File: config.mk
export PLATFORM = sky130hd
export DESIGN_NAME = ex_stage
export DESIGN_NICKNAME = d
export VERILOG_FILES = /design/src/rtl/ex_stage_pkg.sv /design/src/rtl/ex_stage_alu.sv /design/src/rtl/ex_stage_alu_op_decode.sv /design/src/rtl/ex_stage.sv
export SDC_FILE = /design/constraint.sdc
export NUM_CORES = 1
export LEC_CHECK = 0
export BUFFER_PORTS_ARGS = -buffer_cell sky130_fd_sc_hd__buf_2
export CAP_MARGIN = 20
export CORE_MARGIN = 10
export CORE_UTILIZATION = 25
export DETAILED_ROUTE_END_ITERATION = 7
export PLACE_DENSITY = 0.41
export SKIP_CTS_REPAIR_TIMING = 1
export SYNTH_ARGS = -nofsm -noshare
export SYNTH_HDL_FRONTEND = slang
export SYNTH_HIERARCHICAL = 1
export SYNTH_SLANG_ARGS = --single-unit
File: constraint.sdc
create_clock -name clk -period 1.8 [get_ports clk]
set_input_delay 0.36 -clock clk [delete_from_list [all_inputs] [get_ports clk]]
set_output_delay 0.36 -clock clk [all_outputs]
set_load 0.05 [all_outputs]
File: src/rtl/ex_stage_pkg.sv
// Shared ISA constants for the riscy RV32I execute stage: datapath width,
// ALU control codes, opcodes and the decoded-instruction record.
package ex_stage_pkg;

   localparam int ISA_XLEN   = 32;
   localparam int INSN_BYTES = 4;

   typedef enum logic [3:0] {
      ALU_ADD, ALU_SUB, ALU_SLL, ALU_SLT, ALU_SLTU,
      ALU_XOR, ALU_SRL, ALU_SRA, ALU_OR, ALU_AND, ALU_PASS_B
   } alu_ctrl_e;

   localparam logic [6:0] OPC_OP     = 7'b0110011;
   localparam logic [6:0] OPC_OP_IMM = 7'b0010011;
   localparam logic [6:0] OPC_LUI    = 7'b0110111;
   localparam logic [6:0] OPC_AUIPC  = 7'b0010111;
   localparam logic [6:0] OPC_LOAD   = 7'b0000011;
   localparam logic [6:0] OPC_STORE  = 7'b0100011;
   localparam logic [6:0] OPC_BRANCH = 7'b1100011;
   localparam logic [6:0] OPC_JAL    = 7'b1101111;
   localparam logic [6:0] OPC_JALR   = 7'b1100111;

   localparam logic [2:0] F3_ADD_SUB = 3'b000;
   localparam logic [2:0] F3_SLL     = 3'b001;
   localparam logic [2:0] F3_SLT     = 3'b010;
   localparam logic [2:0] F3_SLTU    = 3'b011;
   localparam logic [2:0] F3_XOR     = 3'b100;
   localparam logic [2:0] F3_SR      = 3'b101;
   localparam logic [2:0] F3_OR      = 3'b110;
   localparam logic [2:0] F3_AND     = 3'b111;

   localparam logic [2:0] F3_BEQ  = 3'b000;
   localparam logic [2:0] F3_BNE  = 3'b001;
   localparam logic [2:0] F3_BLT  = 3'b100;
   localparam logic [2:0] F3_BGE  = 3'b101;
   localparam logic [2:0] F3_BLTU = 3'b110;
   localparam logic [2:0] F3_BGEU = 3'b111;

   typedef struct packed {
      alu_ctrl_e alu_ctrl;
      logic      a_sel_pc;
      logic      b_sel_imm;
      logic      is_branch;
      logic      is_jal;
      logic      is_jalr;
      logic      is_load;
      logic      is_store;
      logic      writes_rd;
      logic      illegal;
   } dec_t;

   // alt selects SUB for 000 and SRA for 101; callers decide when it applies.
   function automatic alu_ctrl_e funct_to_alu(input logic [2:0] f3, input logic alt);
      alu_ctrl_e c;
      c = ALU_ADD;
      case (f3)
         F3_ADD_SUB: c = alt ? ALU_SUB : ALU_ADD;
         F3_SLL:     c = ALU_SLL;
         F3_SLT:     c = ALU_SLT;
         F3_SLTU:    c = ALU_SLTU;
         F3_XOR:     c = ALU_XOR;
         F3_SR:      c = alt ? ALU_SRA : ALU_SRL;
         F3_OR:      c = ALU_OR;
         F3_AND:     c = ALU_AND;
         default:    c = ALU_ADD;
      endcase
      return c;
   endfunction

endpackage

File: src/rtl/ex_stage_alu.sv
// Integer ALU of the riscy core: a, b and ALU control in; result and zero out.
module ex_stage_alu
   import ex_stage_pkg::*;
#(
   parameter int XLEN = ISA_XLEN
) (
   input  logic [XLEN-1:0] a,
   input  logic [XLEN-1:0] b,
   input  alu_ctrl_e       alu_control,
   output logic [XLEN-1:0] result,
   output logic            zero
);

   localparam int SHW = $clog2(XLEN);

   logic [SHW-1:0] shamt;

   always_comb begin
      shamt  = b[SHW-1:0];
      result = '0;
      case (alu_control)
         ALU_ADD:    result = a + b;
         ALU_SUB:    result = a - b;
         ALU_SLL:    result = a << shamt;
         ALU_SLT:    result = {{(XLEN-1){1'b0}}, ($signed(a) < $signed(b))};
         ALU_SLTU:   result = {{(XLEN-1){1'b0}}, (a < b)};
         ALU_XOR:    result = a ^ b;
         ALU_SRL:    result = a >> shamt;
         ALU_SRA:    result = $signed(a) >>> shamt;
         ALU_OR:     result = a | b;
         ALU_AND:    result = a & b;
         ALU_PASS_B: result = b;
         default:    result = '0;
      endcase
      zero = (result == '0);
   end

endmodule

File: src/rtl/ex_stage_alu_op_decode.sv
// Combinational decode of opcode/funct3/funct7b5 into ALU control, operand
// selects, instruction class flags and the illegal-encoding flag.
module ex_stage_alu_op_decode
   import ex_stage_pkg::*;
(
   input  logic [6:0] opcode,
   input  logic [2:0] funct3,
   input  logic       funct7b5,
   output dec_t       dec
);

   always_comb begin
      dec          = '0;
      dec.alu_ctrl = ALU_ADD;
      case (opcode)
         OPC_OP: begin
            dec.alu_ctrl  = funct_to_alu(funct3, funct7b5);
            dec.writes_rd = 1'b1;
            dec.illegal   = funct7b5 && (funct3 != F3_ADD_SUB) && (funct3 != F3_SR);
         end
         OPC_OP_IMM: begin
            // funct7b5 is part of the immediate except for the shift-right pair
            dec.alu_ctrl  = funct_to_alu(funct3, funct7b5 && (funct3 == F3_SR));
            dec.b_sel_imm = 1'b1;
            dec.writes_rd = 1'b1;
         end
         OPC_LUI: begin
            dec.alu_ctrl  = ALU_PASS_B;
            dec.b_sel_imm = 1'b1;
            dec.writes_rd = 1'b1;
         end
         OPC_AUIPC: begin
            dec.a_sel_pc  = 1'b1;
            dec.b_sel_imm = 1'b1;
            dec.writes_rd = 1'b1;
         end
         OPC_LOAD: begin
            dec.b_sel_imm = 1'b1;
            dec.is_load   = 1'b1;
            dec.writes_rd = 1'b1;
         end
         OPC_STORE: begin
            dec.b_sel_imm = 1'b1;
            dec.is_store  = 1'b1;
         end
         OPC_BRANCH: begin
            dec.is_branch = 1'b1;
            case (funct3)
               F3_BEQ, F3_BNE:   dec.alu_ctrl = ALU_SUB;
               F3_BLT, F3_BGE:   dec.alu_ctrl = ALU_SLT;
               F3_BLTU, F3_BGEU: dec.alu_ctrl = ALU_SLTU;
               default:          dec.illegal  = 1'b1;
            endcase
         end
         OPC_JAL: begin
            dec.is_jal    = 1'b1;
            dec.writes_rd = 1'b1;
         end
         OPC_JALR: begin
            dec.is_jalr   = 1'b1;
            dec.writes_rd = 1'b1;
         end
         default: dec.illegal = 1'b1;
      endcase
   end

endmodule

File: src/rtl/ex_stage.sv
// Execute stage: operand select, ALU, branch/jump resolution and the
// valid/ready EX/MEM output register with a one-cycle redirect pulse.
module ex_stage
   import ex_stage_pkg::*;
#(
   parameter int XLEN = ISA_XLEN
) (
   input  logic            clk,
   input  logic            rst_n,
   input  logic            id_valid,
   output logic            id_ready,
   input  logic [XLEN-1:0] id_pc,
   input  logic [XLEN-1:0] id_rs1_data,
   input  logic [XLEN-1:0] id_rs2_data,
   input  logic [XLEN-1:0] id_imm,
   input  logic [6:0]      id_opcode,
   input  logic [2:0]      id_funct3,
   input  logic            id_funct7b5,
   input  logic [4:0]      id_rd,
   input  logic            flush,
   output logic            mem_valid,
   input  logic            mem_ready,
   output logic [XLEN-1:0] mem_result,
   output logic [XLEN-1:0] mem_store_data,
   output logic [4:0]      mem_rd,
   output logic [2:0]      mem_funct3,
   output logic            mem_wb_en,
   output logic            mem_is_load,
   output logic            mem_is_store,
   output logic            mem_illegal,
   output logic            redirect_valid,
   output logic [XLEN-1:0] redirect_pc
);

   // Handshake: an instruction transfers on any edge where valid && ready are both
   // high; the producer holds its payload stable while valid && !ready.

   dec_t            dec;
   logic [XLEN-1:0] alu_a, alu_b, alu_result;
   logic            alu_zero;
   logic [XLEN-1:0] pc_plus4, pc_target, jalr_sum, target;
   logic            br_cond, taken, load;

   logic            mem_valid_q, mem_valid_d, redirect_valid_q, redirect_valid_d;
   logic [XLEN-1:0] mem_result_q, mem_result_d, mem_store_data_q, mem_store_data_d;
   logic [XLEN-1:0] redirect_pc_q, redirect_pc_d;
   logic [4:0]      mem_rd_q, mem_rd_d;
   logic [2:0]      mem_funct3_q, mem_funct3_d;
   logic            mem_wb_en_q, mem_wb_en_d, mem_is_load_q, mem_is_load_d;
   logic            mem_is_store_q, mem_is_store_d, mem_illegal_q, mem_illegal_d;

   ex_stage_alu_op_decode u_dec (
      .opcode   (id_opcode),
      .funct3   (id_funct3),
      .funct7b5 (id_funct7b5),
      .dec      (dec)
   );

   ex_stage_alu #(.XLEN(XLEN)) u_alu (
      .a           (alu_a),
      .b           (alu_b),
      .alu_control (dec.alu_ctrl),
      .result      (alu_result),
      .zero        (alu_zero)
   );

   always_comb begin
      alu_a     = dec.a_sel_pc ? id_pc : id_rs1_data;
      alu_b     = dec.b_sel_imm ? id_imm : id_rs2_data;
      pc_plus4  = id_pc + XLEN'(INSN_BYTES);
      pc_target = id_pc + id_imm;
      jalr_sum  = id_rs1_data + id_imm;
      target    = dec.is_jalr ? {jalr_sum[XLEN-1:1], 1'b0} : pc_target;

      br_cond = 1'b0;
      case (id_funct3)
         F3_BEQ:          br_cond = alu_zero;
         F3_BNE:          br_cond = !alu_zero;
         F3_BLT, F3_BLTU: br_cond = alu_result[0];
         F3_BGE, F3_BGEU: br_cond = !alu_result[0];
         default:         br_cond = 1'b0;
      endcase
      taken = !dec.illegal && (dec.is_jal || dec.is_jalr || (dec.is_branch && br_cond));
   end

   // During the redirect pulse the offered instruction is wrong-path: take it and drop it.
   assign id_ready = redirect_valid_q || !mem_valid_q || mem_ready;
   assign load     = id_valid && id_ready && !flush && !redirect_valid_q;

   always_comb begin
      mem_valid_d      = mem_valid_q && !mem_ready;
      redirect_valid_d = 1'b0;
      redirect_pc_d    = redirect_pc_q;
      mem_result_d     = mem_result_q;
      mem_store_data_d = mem_store_data_q;
      mem_rd_d         = mem_rd_q;
      mem_funct3_d     = mem_funct3_q;
      mem_wb_en_d      = mem_wb_en_q;
      mem_is_load_d    = mem_is_load_q;
      mem_is_store_d   = mem_is_store_q;
      mem_illegal_d    = mem_illegal_q;
      if (load) begin
         mem_valid_d      = 1'b1;
         redirect_valid_d = taken;
         if (taken) redirect_pc_d = target;
         mem_result_d     = (dec.is_jal || dec.is_jalr) ? pc_plus4 : alu_result;
         mem_store_data_d = id_rs2_data;
         mem_rd_d         = id_rd;
         mem_funct3_d     = id_funct3;
         mem_wb_en_d      = dec.writes_rd && !dec.illegal && (id_rd != '0);
         mem_is_load_d    = dec.is_load && !dec.illegal;
         mem_is_store_d   = dec.is_store && !dec.illegal;
         mem_illegal_d    = dec.illegal;
      end
      if (flush) begin
         mem_valid_d      = 1'b0;
         redirect_valid_d = 1'b0;
      end
   end

   always_ff @(posedge clk or negedge rst_n) begin
      if (!rst_n) begin
         mem_valid_q      <= 1'b0;
         redirect_valid_q <= 1'b0;
         redirect_pc_q    <= '0;
         mem_result_q     <= '0;
         mem_store_data_q <= '0;
         mem_rd_q         <= '0;
         mem_funct3_q     <= '0;
         mem_wb_en_q      <= 1'b0;
         mem_is_load_q    <= 1'b0;
         mem_is_store_q   <= 1'b0;
         mem_illegal_q    <= 1'b0;
      end else begin
         mem_valid_q      <= mem_valid_d;
         redirect_valid_q <= redirect_valid_d;
         redirect_pc_q    <= redirect_pc_d;
         mem_result_q     <= mem_result_d;
         mem_store_data_q <= mem_store_data_d;
         mem_rd_q         <= mem_rd_d;
         mem_funct3_q     <= mem_funct3_d;
         mem_wb_en_q      <= mem_wb_en_d;
         mem_is_load_q    <= mem_is_load_d;
         mem_is_store_q   <= mem_is_store_d;
         mem_illegal_q    <= mem_illegal_d;
      end
   end

   assign mem_valid      = mem_valid_q;
   assign redirect_valid = redirect_valid_q;
   assign redirect_pc    = redirect_pc_q;
   assign mem_result     = mem_result_q;
   assign mem_store_data = mem_store_data_q;
   assign mem_rd         = mem_rd_q;
   assign mem_funct3     = mem_funct3_q;
   assign mem_wb_en      = mem_wb_en_q;
   assign mem_is_load    = mem_is_load_q;
   assign mem_is_store   = mem_is_store_q;
   assign mem_illegal    = mem_illegal_q;

endmodule

Word-level counts from Yosys, hierarchy flattened --
Cells that the tools add are included. Widths: inputs -> output; s select.
Word-level totals: flip-flop bits (word level) 110, bits in latches 0, bits in writable memories 0, ROM bits 0, output and inout bits 111, memories kept 0
Operators by class: add/subtract/negate cells 5, multiply operators 0, div/mod/pow operators 0, magnitude comparators 2, equal/unequal tests 27, shift-type cells 3, mux-type cells 28, bitwise gates (word level) 3, reductions and logical operators 39
Operator list (number):
- $pmux 32 s11 | 1
- $mux 32 | 4
- $add 32x32->32 | 3
- $lt 32x32->1 | 2
- $pmux 4 s8 | 2
- $add 32x3->32 const B | 1
- $and 32x32->32 | 1
- $logic_not 32->1 | 1
- $or 32x32->32 | 1
- $shl 32x5->32 | 1
- $shr 32x5->32 | 1
- $sshr 32x5->32 | 1
- $sub 32x32->32 | 1
- $xor 32x32->32 | 1
- $eq 7x6->1 const B | 3
- $eq 7x7->1 const B | 3
- $mux 1 | 17
- $eq 4x3->1 const B | 4
- $pmux 4 s4 | 1
- $eq 7x5->1 const B | 2
- $reduce_or 7->1 | 2
- $logic_and 1x1->1 | 13
- $eq 3x3->1 const B | 4
- $eq 4x4->1 const B | 3
- 19 further kinds | 34

Longest topological paths before layout --
depth after elaboration 15, depth in mapped cells 32, gate-level depth less buffers 26

By module --
The synthesis kept the hierarchy.
By module, submodules not included:
- ex_stage_alu | instances 1, cells an instance 1512, area an instance 10415.0 um^2, seq. area each 0.0 um^2
- ex_stage | instances 1, cells an instance 1020, area an instance 9068.7 um^2, seq. area each 2752.6 um^2
- ex_stage_alu_op_decode | instances 1, cells an instance 58, area an instance 394.1 um^2, seq. area each 0.0 um^2

Worst setup path before layout --
No wires, ideal clock.
kind in2reg, from input port id_opcode[2], to register redirect_pc_q[30], in the netlist redirect_pc[30], setup time 0.123 ns, data arrival time 7.611 ns, required time 1.677 ns, path slack -5.934 ns, stages 31, path buffers 8, cells stage by stage and4bb_4 -> a22oi_1 -> nor2_1 -> clkbuf_1 -> buf_1 -> mux2_2 -> buf_4 -> inv_1 -> buf_1 -> buf_1 -> ha_1 -> clkbuf_1 -> nor2b_1 -> o2111ai_1 -> a2111oi_0 -> or3_1 -> xor2_1 -> a211o_1 -> or4_1 -> or4_1 -> or4_1 -> nor4_2 -> xnor2_1 -> o31ai_1 -> a21oi_1 -> or3_1 -> buf_2 -> clkbuf_1 -> nor2_1 -> nand2_1 -> o221a_1
RTL lines:
- start: declaration | line ex_stage.sv:16 | input logic [6:0] id_opcode,
- end signal: assignment | line ex_stage.sv:137 | redirect_pc_q <= redirect_pc_d;
- end: declaration | line ex_stage.sv:46 | logic [XLEN-1:0] redirect_pc_q, redirect_pc_d;

==> impl_metrics.ini <==
[outcome]
status = finished, violations left
violations = setup timing

[sta]
setup_viol = 65
hold_violations = 0
tightest_slew_ps = 690
relSlewSlack_pct = 53.5
slew_viol_final = 0
fin_crit_sh_pct = 367
worst_slack_ps = -4800
skew_ps = 16.5
fmax_ghz = 0.151
whs_ps = 136
fin_crit_ps = 6600
rsz0062_at_grt = yes
fin_tns_setup_ps = -227030

[setup_path]
cp.arrival_ps = 6880
crit_path_end_kind = register
crit_path_start_kind = primary input
critPathKind = primary input to register
critical_path.max_fanout = 8
required_ps = 2080

[route]
remaining_drc_errors = 0
vias_per_cell = 5.45
antenna_left = 0
routed.top_layer = met5
wl_met2_mm = 58.6
met3_length_mm = 8.86
drt-met1-wl_mm = 55.3
vias = 26600
drt_first_iter_violations = 2675
dr.pass1.iters = 6
routed_wl_mm = 129
wl_per_cell_um = 26.4

[die]
die-area_mm2 = 0.0912
start_util_pct = 25.2
rows = 103
die_w_um = 302
io_pins = 260
fp.dieH_um = 302
core-area_mm2 = 0.0789

[logic_synthesis]
yosys_warnings = 6
synthCells = 2590
ys_seq_elements = 110
syn_area_mm2 = 0.0199
ys_seq_area_share_pct = 13.8
synth-edff-count = 0
synthFlopType = dfrtp_1
postSynthAreaPerCell_um2 = 7.67
async_flop_share_pct = 100
synth_nets = 2905
synthDistinctLibCells = 114

[clock_network]
cts_buffers = 9
clk_latency_ps = 390
htreeDepth = 3
cts.sinks = 110
clockBufferDepth = 2
cts.clk_slew.worst_paths_ps = 90
tritoncts = yes
root_buffer = clkbuf_16

[place]
dp_slack_ps = -5700
placed_cells = 4795
gp_congestion = 1.04
dp_hpwl_mm = 107
io_buffers = 259

[finish]
seq_area_mm2 = 0.00275
drive_gt1_share_pct = 50.4
mostFrequentLayoutCell = buf_4
fin_nets = 4131
final_cell_count_no_fill = 4878
syn2layout_area_growth_pct = 66.9
final_cell_mix = buf_4 (1046), buf_2 (255), nand2_1 (247), nor2_1 (183), a21oi_1 (156)
multi_input_area_mm2 = 0.0178
nFillCells = 8133

[global_route]
first_global_vias = 26300
antenna_found_initial = 7
grt-ovfl-total = 0
grt_pass1_wl_mm = 179
grt_max_degree = 58
gr-usage-all-layers_pct = 26.2

[power_and_ir_drop]
power.total_mw = 17.2
peakVddDrop_mv = 0.439
cellLeakagePower_nw = 15.3
powerDensity_mw_per_mm2 = 517

[run]
max_cap_viol_count = 0

[worst_hold_path]
hold_path_class = primary input to register
[report_power, final]
group,total (mW),internal [mW],switching (mW)
combinational,11.9,5.07,6.81
clock,2.29,1.13,1.16
sequential,2.98,2.80,0.178
total,17.2,9.00,8.15
[flip-flops by register name (all words and copies together), names as in the netlist]
register,cells
mem_result,32
mem_store_data,32
redirect_pc,32
mem_rd,5
mem_funct3,3
mem_illegal,1
mem_is_load,1
mem_is_store,1
mem_valid,1
mem_wb_en,1
redirect_valid,1
[critical path, cell delays in order]
cell and delay [ps]:
buf_8 100, and4bb_4 330, a22oi_2 70, nor2_4 130, buf_12 150, buf_8 120
mux2_4 430, buf_8 180, buf_4 150, ha_1 230, a31o_2 300, buf_4 150
o21ai_4 180, nand4b_1 330, and2_4 310, a31oi_1 260, a22oi_2 140, or4_1 530
or4_4 560, nor4_4 310, xnor2_1 110, o31ai_2 270, a21oi_4 150, or3_4 510
a21o_1 190, o32a_1 280
[synth_stat cells, types with 22 or more instances]
| master | instances | share of area, % |
|---|---|---|
| o22ai_1 | 30 | 0.94 |
| ha_1 | 162 | 10 |
| nor2_1 | 201 | 3.8 |
| buf_2 | 23 | 0.58 |
| nor3_1 | 60 | 1.5 |
| xor2_1 | 46 | 2.0 |
| inv_1 | 115 | 2.2 |
| mux2i_1 | 60 | 3.0 |
| nand2b_1 | 43 | 1.4 |
| o211ai_1 | 36 | 1.4 |
| mux2_2 | 152 | 8.6 |
| nand2_1 | 266 | 5.0 |
| a211oi_1 | 42 | 1.6 |
| a22oi_1 | 26 | 0.98 |
| nand4_1 | 26 | 0.82 |
| xnor2_1 | 56 | 2.5 |
| a31oi_1 | 28 | 0.88 |
| mux4_2 | 43 | 4.9 |
| a21o_1 | 51 | 1.9 |
| clkbuf_1 | 120 | 2.3 |
| or3_1 | 23 | 0.72 |
| dfrtp_1 | 110 | 14 |
| nand3_1 | 65 | 1.6 |
| nor2b_1 | 33 | 1.0 |
| a21oi_1 | 172 | 4.3 |
| nor4_1 | 22 | 0.69 |
| o21ai_0 | 192 | 4.8 |
[worst paths after layout]
check                                from         endpoint  slack (ps)  depth (start not counted)
min in group asynchronous           rst_n  redirect_pc[20]         460                          2
setup reg to reg           redirect_valid  redirect_pc[24]        -130                          6
hold / removal                      flush        mem_valid         140                          2
setup / recovery             id_opcode[2]  redirect_pc[24]       -4800                         26
max in group asynchronous           rst_n   redirect_valid         770                          3
hold reg to reg            mem_result[24]   mem_result[24]         480                          2
[through the flow]
step	util (%)	cell area, µm²
after detailed placement	38.4	30300
after floorplan	-	20200
final	42.1	33200
after CTS	38.8	30600
after global placement	38.4	30300
after global routing	42.0	33200
[layout make-up]
| cell class | count | area share [%] |
|---|---|---|
| Antenna cell | 7 | 0.0528 |
| Clock buffer | 9 | 0.679 |
| Clock inverter | 7 | 0.317 |
| Inverter | 121 | 1.43 |
| Multi-Input combinational cell | 2190 | 53.8 |
| Sequential cell | 110 | 8.30 |
| Tap cell | 1050 | 3.96 |
| Timing Repair Buffer | 1384 | 31.5 |
[routing by layer]
layer	GRT usage, %	up-vias
met5	0	-
met4	10.0	2
met3	2.94	247
met2	42.6	1112
met1	35.1	13100
li1	-	12100
[kinds of logic (layout without fill, tap and decap cells)]
| family | after synthesis | in the layout | share of synthesized area, % |
|---|---|---|---|
| AOI/OAI and AO/OA | 815 | 815 | 27.6 |
| xor gates and xnor gates | 102 | 102 | 4.49 |
| adders and majority gates | 166 | 166 | 10.6 |
| buffers and inverters | 293 | 1521 | 6.07 |
| DFF | 110 | 110 | 13.8 |
| muxes | 256 | 257 | 16.6 |
| other | 0 | 7 | 0 |
| and+or+nand+nor | 848 | 850 | 20.8 |
Note: power is estimated with default switching activity, not from simulation.
